[src/rtl/shift_pkg.sv]
// Shared definitions for the shift arbiter slice: operand widths and shift op encoding.
package shift_pkg;

  localparam int unsigned DATA_W  = 16;
  localparam int unsigned SHAMT_W = 4;

  typedef logic [1:0] shift_op_t;

  localparam shift_op_t OP_SLL = 2'b00;
  localparam shift_op_t OP_SRL = 2'b01;
  localparam shift_op_t OP_SRA = 2'b10;
  localparam shift_op_t OP_ROR = 2'b11;

endpackage

[src/rtl/shift_core.sv]
// Purely combinational 16-bit shifter: logical left/right, arithmetic right, rotate right.
module shift_core
  import shift_pkg::*;
(
  input  shift_op_t            op,
  input  logic [DATA_W-1:0]    data,
  input  logic [SHAMT_W-1:0]   shamt,
  output logic [DATA_W-1:0]    result
);

  always_comb begin
    result = data;
    unique case (op)
      OP_SLL:  result = data << shamt;
      OP_SRL:  result = data >> shamt;
      OP_SRA:  result = DATA_W'($signed(data) >>> shamt);
      // Low half of the doubled word shifted right is the rotation.
      OP_ROR:  result = DATA_W'({data, data} >> shamt);
      default: result = data;
    endcase
  end

endmodule

[src/rtl/shift_arbiter.sv]
// Round-robin arbiter sharing one shifter between NREQ requesters through a two-stage
// (operand, result) pipeline with valid/ready backpressure on the response side.
module shift_arbiter
  import shift_pkg::*;
#(
  parameter int unsigned NREQ = 4,
  parameter int unsigned IDW  = 2
) (
  input  logic                      clk,
  input  logic                      rst_n,
  input  logic [NREQ-1:0]           req_valid,
  output logic [NREQ-1:0]           req_ready,
  input  logic [2*NREQ-1:0]         req_op,
  input  logic [DATA_W*NREQ-1:0]    req_data,
  input  logic [SHAMT_W*NREQ-1:0]   req_shamt,
  output logic                      rsp_valid,
  input  logic                      rsp_ready,
  output logic [DATA_W-1:0]         rsp_data,
  output logic [IDW-1:0]            rsp_id
);

  logic [IDW-1:0]     rr_q, rr_d;
  logic [IDW-1:0]     win_id;
  logic [IDW-1:0]     scan_idx;
  logic               win_found;
  logic               grant;

  logic               a_v_q, a_v_d;
  shift_op_t          a_op_q;
  logic [DATA_W-1:0]  a_data_q;
  logic [SHAMT_W-1:0] a_shamt_q;
  logic [IDW-1:0]     a_id_q;

  logic               b_v_q, b_v_d;
  logic [DATA_W-1:0]  b_data_q;
  logic [IDW-1:0]     b_id_q;

  logic               a_adv, b_adv;
  logic [DATA_W-1:0]  core_result;

  assign b_adv = !b_v_q || rsp_ready;
  assign a_adv = a_v_q && b_adv;

  // Scan downward so the requester closest to rr (upward, wrapping) is written last and wins.
  always_comb begin
    win_found = 1'b0;
    win_id    = '0;
    scan_idx  = '0;
    for (int k = int'(NREQ) - 1; k >= 0; k--) begin
      scan_idx = IDW'((32'(rr_q) + 32'(k)) % NREQ);
      if (req_valid[scan_idx]) begin
        win_found = 1'b1;
        win_id    = scan_idx;
      end
    end
  end

  // Gating with rst_n keeps req_ready low for the whole reset window, not just after an edge.
  assign grant = rst_n && win_found && (!a_v_q || a_adv);

  always_comb begin
    req_ready = '0;
    if (grant) req_ready[win_id] = 1'b1;
  end

  always_comb begin
    rr_d = rr_q;
    if (grant) rr_d = (32'(win_id) == NREQ - 1) ? '0 : win_id + IDW'(1);
    a_v_d = grant || (a_v_q && !a_adv);
    b_v_d = b_adv ? a_v_q : b_v_q;
  end

  always_ff @(posedge clk or negedge rst_n) begin
    if (!rst_n) begin
      rr_q      <= '0;
      a_v_q     <= 1'b0;
      a_op_q    <= OP_SLL;
      a_data_q  <= '0;
      a_shamt_q <= '0;
      a_id_q    <= '0;
      b_v_q     <= 1'b0;
      b_data_q  <= '0;
      b_id_q    <= '0;
    end else begin
      rr_q  <= rr_d;
      a_v_q <= a_v_d;
      b_v_q <= b_v_d;
      if (grant) begin
        a_op_q    <= req_op[32'(win_id) * 2 +: 2];
        a_data_q  <= req_data[32'(win_id) * DATA_W +: DATA_W];
        a_shamt_q <= req_shamt[32'(win_id) * SHAMT_W +: SHAMT_W];
        a_id_q    <= win_id;
      end
      if (a_adv) begin
        b_data_q <= core_result;
        b_id_q   <= a_id_q;
      end
    end
  end

  shift_core u_shift_core (
    .op     (a_op_q),
    .data   (a_data_q),
    .shamt  (a_shamt_q),
    .result (core_result)
  );

  assign rsp_valid = b_v_q;
  assign rsp_data  = b_data_q;
  assign rsp_id    = b_id_q;

endmodule

[config.mk]
export PLATFORM = sky130hd
export DESIGN_NAME = shift_arbiter
export DESIGN_NICKNAME = d
export VERILOG_FILES = /design/src/rtl/shift_pkg.sv /design/src/rtl/shift_core.sv /design/src/rtl/shift_arbiter.sv
export SDC_FILE = /design/constraint.sdc
export NUM_CORES = 1
export LEC_CHECK = 0
export CAP_MARGIN = 20
export CORE_MARGIN = 1.5
export CORE_UTILIZATION = 50
export DETAILED_ROUTE_END_ITERATION = 10
export GPL_TIMING_DRIVEN = 0
export HOLD_SLACK_MARGIN = 0.03
export PLACE_DENSITY_LB_ADDON = 0.3
export SYNTH_ARGS = -nofsm -noshare
export SYNTH_HDL_FRONTEND = slang
export SYNTH_SLANG_ARGS = --single-unit
[constraint.sdc]
create_clock -name clk -period 2.3 [get_ports clk]
set_input_delay 0.23 -clock clk [delete_from_list [all_inputs] [get_ports clk]]
set_output_delay 0.23 -clock clk [all_outputs]
set_load 0.02 [all_outputs]
=== Yosys cells after proc, flatten, opt, wreduce, memory -nomap -nowiden ===
Cells that the tools add are included.

* Register bits after elaboration: 46
* Input bits: 95
* Output and inout port bits: 23
* Word-level logic and storage cells: 63

* Add/subtract/negate cells: 4
* Order comparisons: 6
* Equality and inequality tests: 4
* Shifts and indexed selects: 7
* Mux-type cells: 21
* Reduce and logical (&&, ||, !) cells: 12

{| class="wikitable"
|+ Operator list
! kind !! number
|-
| $pmux W16 S4 || 1
|-
| $shiftx A64 B7 Y16 || 1
|-
| $shr A32 B4 Y16 || 1
|-
| $shiftx A16 B5 Y4 || 1
|-
| $shl A16 B4 Y16 || 1
|-
| $shr A16 B4 Y16 || 1
|-
| $sshr A16 B4 Y16 || 1
|-
| $lt A2 B3 Y1 const B || 5
|-
| $mux W2 || 5
|-
| $mux W1 || 9
|-
| $bmux W1 S2 || 4
|-
| $shiftx A8 B4 Y2 || 1
|-
| $eq A2 B2 Y1 const B || 3
|-
| $logic_and A1 B1 Y1 || 5
|-
| $add A2 B1 Y2 const B || 2
|-
| $add A2 B2 Y2 const B || 2
|-
| $mux W4 || 1
|-
| $logic_not A1 Y1 || 3
|-
| $logic_or A1 B1 Y1 || 3
|-
| $demux W1 S2 || 1
|-
| $eq A2 B1 Y1 const B || 1
|-
| $ge A2 B1 Y1 const B || 1
|-
| $logic_not A2 Y1 || 1
|}

=== Longest topological paths before layout ===
Gate-level depths: netlist of the first run.

* Depth in word-level cells: 12
* Gate-level depth with buffers: 8
* Mapped depth without buffers: 7

=== Cells and area by module ===
From an unflattened synthesis of the first run, not the netlist that was laid out.

* Cell total of the unflattened synthesis: 469
* Area total of the unflattened synthesis: 4,654.5 um^2

{| class="wikitable"
|+ Modules (own cells, without submodules)
! module !! instances !! cells an instance !! area an instance (um^2) !! sequential area each (um^2)
|-
| shift_arbiter || 1 || 203 || 2,524.9 || 1,151.1
|-
| shift_core || 1 || 266 || 2,129.5 || 0.0
|}

=== Least setup slack after synthesis of the first run ===
OpenSTA, ideal clock, no wires.

* Kind: reg-to-reg
* Start point: register rr_q[0]
* End point: register a_shamt_q[3]
* Library setup time: 0.125 ns
* Arrival: 1.881 ns
* Required time: 2.175 ns
* Setup slack: 0.294 ns
* Stages on the path, launching flop included: 7
* Path buffers: 1
* Period minus slack after synthesis: 2.006 ns
* Cell sequence: dfrtp_1 inv_1 a221oi_2 o22ai_2 buf_6 mux4_2 mux2_4

* Word-level cells in the longest chain between the ends: 9
* Elaborated cells between the ends (all ways): 22
* Those cells by class: add/sub (3); shift (1); mux (16); reduce/logical (2)

{| class="wikitable"
|+ RTL lines
! what !! line !! text
|-
| from (decl) || shift_arbiter.sv:22 || <nowiki>logic [IDW-1:0] rr_q, rr_d;</nowiki>
|-
| from (signal assigned) || shift_arbiter.sv:85 || <nowiki>rr_q <= rr_d;</nowiki>
|-
| parallel branches: the longest is 9 deep, another holds $add A2 B2 Y2 || - ||
|-
| to (signal assigned) || shift_arbiter.sv:91 || <nowiki>a_shamt_q <= req_shamt[32'(win_id) * SHAMT_W +: SHAMT_W];</nowiki>
|-
| to (decl) || shift_arbiter.sv:31 || <nowiki>logic [SHAMT_W-1:0] a_shamt_q;</nowiki>
|}

Several ways; the timed one is not identified. The select of a mux whose other input is x is not followed.
A chain may end at the register's enable or synchronous reset.

=== Worst setup path after layout of the first run ===
* Start point: register a_data_q[15]
* End point: register b_data_q[12], in the netlist rsp_data[12]

* Word-level cells in the longest chain between the ends: 2
* Elaborated cells between the ends (all ways): 5
* Those cells by class: shift (4); mux (1)

{| class="wikitable"
|+ RTL lines
! what !! line !! text
|-
| from (decl) || shift_arbiter.sv:30 || <nowiki>logic [DATA_W-1:0] a_data_q;</nowiki>
|-
| from (signal assigned) || shift_arbiter.sv:90 || <nowiki>a_data_q <= req_data[32'(win_id) * DATA_W +: DATA_W];</nowiki>
|-
| $shr A32 B4 Y16, or another cell as far along || shift_core.sv:18 || <nowiki>OP_ROR: result = DATA_W'({data, data} >> shamt);</nowiki>
|-
| $pmux W16 S4 (*) || shift_core.sv:13 || <nowiki>unique case (op)</nowiki>
|-
| to (signal assigned) || shift_arbiter.sv:95 || <nowiki>b_data_q <= core_result;</nowiki>
|-
| to (decl) || shift_arbiter.sv:35 || <nowiki>logic [DATA_W-1:0] b_data_q;</nowiki>
|}

Every way passes the cells marked *; elsewhere a longest branch is shown, timed or not.

==> results.cfg, run 1 <==
[critical_path]
critical_path_buf_inv_count = 2
crit_path_start_kind = flip-flop
crit_path_end_kind = flip-flop
cp_top_family = compound AO/OA/AOI/OAI gates
rr_startpoint = a_data_q[15]$_DFFE_PN0P_
path_class = flip-flop to flip-flop
slowest_stage = a221oi_1
r2r_slack_ps = 50
worst-path-max-fanout = 10
cp.arrival_ps = 2490
worst_r2r_path_depth = 6
rr_endpoint = rsp_data[12]$_DFFE_PN0P_
path_cells = clkbuf_1, clkbuf_2, o21ai_0, a221oi_1, a2111oi_1, a31oi_1
crit_required_ps = 2530
slowest_delay_ps = 510

[clock_tree]
clk_latency_ps = 310
clkTransAtPathRegs_ps = 100
cts-root-buf = clkbuf_8
clock_path_buffers = 2
clock-sinks = 46
cts_tree = built
numCtsBuffers = 5
htreeDepth = 2

[placed_design]
gp_congestion = 1.027
hpwl_mm = 12.70
placed_cells = 679
place_ws_ps = -665.9
port-buffer-count = 117

[final_layout]
seqCellArea_mm2 = 0.001151
layout-drive-gt1-share_pct = 24.96
multi_input_area_mm2 = 0.003164
final_core_util_pct = 70.12
final_cell_mix = 108 x clkdlybuf4s50_1, 46 x dfrtp_1, 43 x mux4_2
num-fill-cells = 681
insertedDiodeCount = 0
synthToLayoutAreaGrowth_pct = 34.99
stdcell_count = 697
final_common_cell = clkdlybuf4s50_1
fin_nets = 687

[floorplanning]
coreArea_mm2 = 0.008763
io_pins = 118
initial_utilization_pct = 51.94
die_area_mm2 = 0.009686
die_w_um = 98.42
rows = 34
die_h_um = 98.42

[logic_synthesis]
synth_top_family_by_area = multiplexers
synth_top_area_cell = dfrtp_1
async_reset_ff_share_pct = 100.0
synth_seq_area_share_pct = 25.29
syn_area_per_cell_um2 = 10.05
syn_nets = 552
synth_mux_area_share_pct = 38.15
synth.area.top_cells = dfrtp_1 25%, mux4_2 21%, mux2i_1 7.5%, mux2_4 5.6%, mux2_2 3.2%
synth-main-ff-cell = dfrtp_1
synth_compound_area_share_pct = 17.23
synth_xor_area_share_pct = 0
syn_inst = 453
ys_seq_elements = 46
synth_edf_count = 0
synth.distinct_cells = 56
yosys.area_share.simple_pct = 11.41
syn-cell-area_mm2 = 0.004552
yosys_warnings = 0
yosys.area_share.adder_pct = 1.100
netlist.area_leader.share_pct = 25.29

[routing]
wl_per_cell_um = 23.54
drcViolationCount = 0
drtAntennaViolNets = 0
vias_per_cell = 6.636
drt_iter0_markers = 565
first_pass_iters = 5
num_vias = 4625
wirelength_mm = 16.41

[pwr]
peakVddDrop_mv = 0.6440
power.leakage_uw = 0.002482
p_per_area_mw_per_mm2 = 1508
power_uw = 9264

[global_route]
overflow = 0
grt_pass1_vias = 4664
grt_pass1_wl_mm = 25.59
antenna_found_initial = 0
grt_usage_pct = 34.02
grt_max_degree = 27

[sta]
setup_viol = 0
worstMarginPinSlew_ps = 956.8
fmax_ghz = 0.4436
max_slew_margin_pct = 36.00
fin_crit_ps = 2254
rsz0062_at_grt = false
skew_ps = 10.23
period_share_pct = 98.01
drv_slew = 0
hold_viol_final = 0
worst_slack_ps = 45.82

[hold_path]
hold_end = a_v_q$_DFF_PN0_
hp-start = rst_n
worstHoldPathType = input port to flip-flop
hold_path_depth = 3

[outcome]
status = finished clean

[flow_run]
cap_violations = 0
cell type report:
class	instances	area share [%]
multi-input cells	338	51.50
repair buffers	130	20.48
flip-flops and latches	46	18.73
plain buffers	54	4.887
well taps	108	2.199
clock buffers	6	1.181
inverters	13	0.7941
clock inverters	2	0.2240
routing by layer:
layer | routed length (um) | GRT usage [%] | up-vias
met3 | 1505 | 6.241 | 54
li1 | - | - | 2006
met5 | 0 | 0 | -
met1 | 6362 | 44.26 | 2248
met4 | 617 | 12.24 | 0
met2 | 7919 | 57.06 | 317
how the worst max path moves through the flow:
stage | depth (start not counted) | slack (ps) | to | start
final | 6 | 50 | rsp_data[12]$_DFFE_PN0P_ | a_data_q[15]$_DFFE_PN0P_
after global routing | 7 | 10 | rsp_data[12]$_DFFE_PN0P_ | a_shamt_q[2]$_DFFE_PN0P_
after CTS | 7 | 0.7 | a_op_q[0]$_DFFE_PN0P_ | rr_q[1]$_DFFE_PN0P_
after detailed placement | 6 | -670 | req_ready[1] | req_valid[1]
after global placement | 6 | -2400 | req_ready[3] | rst_n
after floorplan | 6 | 290 | a_shamt_q[3]$_DFFE_PN0P_ | rr_q[0]$_DFFE_PN0P_
cells by family (layout without fill, tap and decap cells):
logic type / after synthesis / after routing
mux: 108 / 108
compound gates: 114 / 114
flops: 46 / 46
fa+ha+maj: 4 / 4
buf+inv: 69 / 205
simple gates: 112 / 112
Yosys cell counts (3+ instances only):
cell type	number
a211oi_1	4
a21oi_1	18
a221oi_1	3
a22o_1	3
a311oi_1	3
a31oi_1	11
a32oi_1	4
and2_1	7
and3_1	4
buf_1	3
buf_2	17
buf_6	3
clkbuf_1	31
dfrtp_1	46
ha_1	4
inv_1	10
inv_2	3
mux2_2	13
mux2_4	17
mux2i_1	34
mux4_2	43
nand2_1	36
nand2b_1	6
nand3_1	10
nand3b_1	3
nor2_1	31
nor2b_1	3
nor3_1	5
o211ai_1	8
o21ai_0	27
o221ai_1	3
o22ai_1	6
o31ai_1	4
o32a_1	3
or2_2	3
per-stage QoR:
step,TNS [ps],hold WS [ps],instance area (um^2)
4_1_cts,0,244.9,6046
3_5_place_dp,-9304,236.9,5873
3_3_place_gp,-70410,462.3,5858
5_1_grt,0,269.3,6145
6_report,0,248.1,6145
2_1_floorplan,0,-65.59,4552
worst register-to-register path, delay by kind of cell, from the launching register on:
kind / cells / cell delay [ps]
flops: 1 / 330
buf+inv: 2 / 780
compound gates: 4 / 1060
registers in the layout (all words and copies together) (netlist names):
| register | cells |
|---|---|
| a_data_q | 16 |
| rsp_data | 16 |
| a_shamt_q | 4 |
| a_id_q | 2 |
| a_op_q | 2 |
| rr_q | 2 |
| rsp_id | 2 |
| a_v_q | 1 |
| rsp_valid | 1 |
where the power goes:
| group | switching (uW) | internal, uW | leakage [uW] | total [uW] |
|---|---|---|---|---|
| sequential | 277 | 1190 | 0.000544 | 1470 |
| combinational | 4060 | 3210 | 0.00189 | 7270 |
| clock | 307 | 216 | 0.0000452 | 522 |
timing repair:
action | CTS | global route
endpoints found under the setup margin | 21 | 25
gates resized for setup | 36 | 28
cloned | 0 | 0
buffers inserted | 3 | 7
endpoints found under the hold margin | 20 | 0
hold buffers | 2 | 0
pin swaps | 2 | 2
Power figures use the tool's default switching activity.
==> run 2, diff against run 1 <==
--- a/config.mk
+++ b/config.mk
@@ -8,6 +8,7 @@
 export CAP_MARGIN = 20
 export CORE_MARGIN = 1.5
 export CORE_UTILIZATION = 50
+export CTS_CLUSTER_DIAMETER = 100
 export DETAILED_ROUTE_END_ITERATION = 10
 export GPL_TIMING_DRIVEN = 0
 export HOLD_SLACK_MARGIN = 0.03
==> results of run 2 <==
The final DEF is identical to that of run 1; final timing and power are the same.
==> run 3, diff against run 2 <==
==> constraint.sdc (replaced) <==
create_clock -name clk -period 2.3 [get_ports clk]
set_input_delay 0.46 -clock clk [delete_from_list [all_inputs] [get_ports clk]]
set_output_delay 0.46 -clock clk [all_outputs]
set_load 0.02 [all_outputs]
==> run 3 against run 2 <==
- utilization up 1.1 points
- highest routed layer unchanged
- largest cell class unchanged
- critical endpoint is now req_ready[3]
- register-to-register slack worse by 40 ps
- largest power group unchanged
- routed wire length up 4.3%
- the flow now finishes with violations (setup timing)
==> results.cfg, run 3 (synthesized netlist as in run 1, its figures left out) <==
[outcome]
status = finished with violations
violations = setup timing

[sta]
hold_ws_ps = 33.53
hold_viol_final = 0
setup_viol = 3
fmax_ghz = 0.4260
fin_crit_ps = 2348
skew_ps = 8.409
period_share_pct = 102.1
worstMarginPinSlew_ps = 582.2
worst_slack_ps = -47.68
max_slew_margin_pct = 60.77
drv_slew = 0
rsz0062_at_grt = true

[global_route]
grt_usage_pct = 34.47
antenna_found_initial = 0
grt_pass1_vias = 4724
overflow = 0
grt_pass1_wl_mm = 26.01
grt_max_degree = 27

[final_layout]
final_cell_area_mm2 = 0.006243
stdcell_count = 696
final_core_util_pct = 71.25
final_cell_mix = 108 x clkdlybuf4s50_1, 45 x dfrtp_1, 43 x mux4_2
final_common_cell = clkdlybuf4s50_1
layout-drive-gt1-share_pct = 28.23
insertedDiodeCount = 0
synthToLayoutAreaGrowth_pct = 37.16
fin_nets = 686

[clock_tree]
ctsHoldBuffers = 0
htreeDepth = 2
numCtsBuffers = 5
cts_tree = built
clk_latency_ps = 310
clock_path_buffers = 2
cts-root-buf = clkbuf_8
clock-sinks = 46
clkTransAtPathRegs_ps = 90

[routing]
drcViolationCount = 0
wl_per_cell_um = 24.59
num_vias = 4736
wirelength_mm = 17.12
vias_per_cell = 6.805
drt_iter0_markers = 608
first_pass_iters = 5
drtAntennaViolNets = 0

[critical_path]
worst_r2r_path_depth = 6
crit_required_ps = 1840
r2r_slack_ps = 10
rr_startpoint = a_data_q[15]$_DFFE_PN0P_
cp-startpoint = rr_q[0]$_DFFE_PN0P_
cp.arrival_ps = 1890
cp_common_cell = buf_6
cp.depth = 9
slowest_stage = dfrtp_1
slowest_delay_ps = 360
cp_top_family = buffers and inverters
critical_path_buf_inv_count = 5
crit_path_end_kind = output port
path_cells = inv_2, buf_6, a221oi_4, o22ai_4, buf_12, clkinv_8, ha_4, and2_4, buf_6
worst-path-max-fanout = 5
crit_path_start_kind = flip-flop
path_class = flip-flop to output port
rr_endpoint = rsp_data[12]$_DFFE_PN0P_

[placed_design]
place_ws_ps = -1126
placed_cells = 679
post_dp_cell_area_mm2 = 0.005873
hpwl_mm = 12.70
gp_congestion = 1.027
port-buffer-count = 117

[floorplanning]
die_h_um = 98.42
die_w_um = 98.42
die_area_mm2 = 0.009686
io_pins = 118
rows = 34
initial_utilization_pct = 51.94
coreArea_mm2 = 0.008763

[pwr]
p_per_area_mw_per_mm2 = 1521
power.leakage_uw = 0.002494
peakVddDrop_mv = 0.6724

[hold_path]
worstHoldPathType = input port to async pin

[flow_run]
cap_violations = 0
-- run 3: cell count changes in the layout (fill, tap and decap cells not counted), sizes merged --
cell / change
clkdlybuf4s15: +1
buf: +6
dlygate4sd2: -4
clkinv: +1
inv: -1
clkbuf: -2
dlygate4sd3: -2
-- run 3: timing repair --
item | 4_1_cts | 5_1_grt
buffers inserted | 8 | 5
setup endpoints to repair | 34 | 15
pin swaps | 6 | 8
cloned | 0 | 0
resized for setup | 76 | 35
endpoints found under the hold margin | 0 | 0
-- run 3: area by class of cell --
type                       instances  area, um^2
multi-input combinational        338        3234
timing repair buffer             131        1281
inverter                          13       61.31
clock buffer                       6       72.57
sequential                        46        1152
buffer                            52       292.8
fill                             651        2520
clock inverter                     2       13.76
tap                              108       135.1
-- run 3: power breakdown --
part	switching [uW]	total, uW	internal, uW	leakage, uW
sequential	287	1480	1200	0.000543
clock	308	524	216	0.0000452
combinational	4200	7490	3300	0.00191
-- run 3: routing by layer --
layer	up-vias	GRT usage, %	wire, um
met1	2302	44.15	6313
met4	0	12.46	612
met5	-	0	0
met2	370	57.80	8365
li1	2003	-	-
met3	61	7.376	1825
-- run 3: stage by stage --
step                setup TNS, ps  power [uW]
finish                     -94.66        9498
global route               -283.7        9902
CTS                        -145.4        8958
detailed placement         -17680        8171
global placement           -89250        8104
floorplan                       0        6085
-- run 3: worst max path at each step --
stage / end / slack (ps)
4_1_cts: req_ready[0] / -50
2_1_floorplan: req_ready[0] / 180
3_3_place_gp: req_ready[3] / -2860
3_5_place_dp: req_ready[1] / -1130
6_report: req_ready[3] / -50
5_1_grt: req_ready[3] / -80
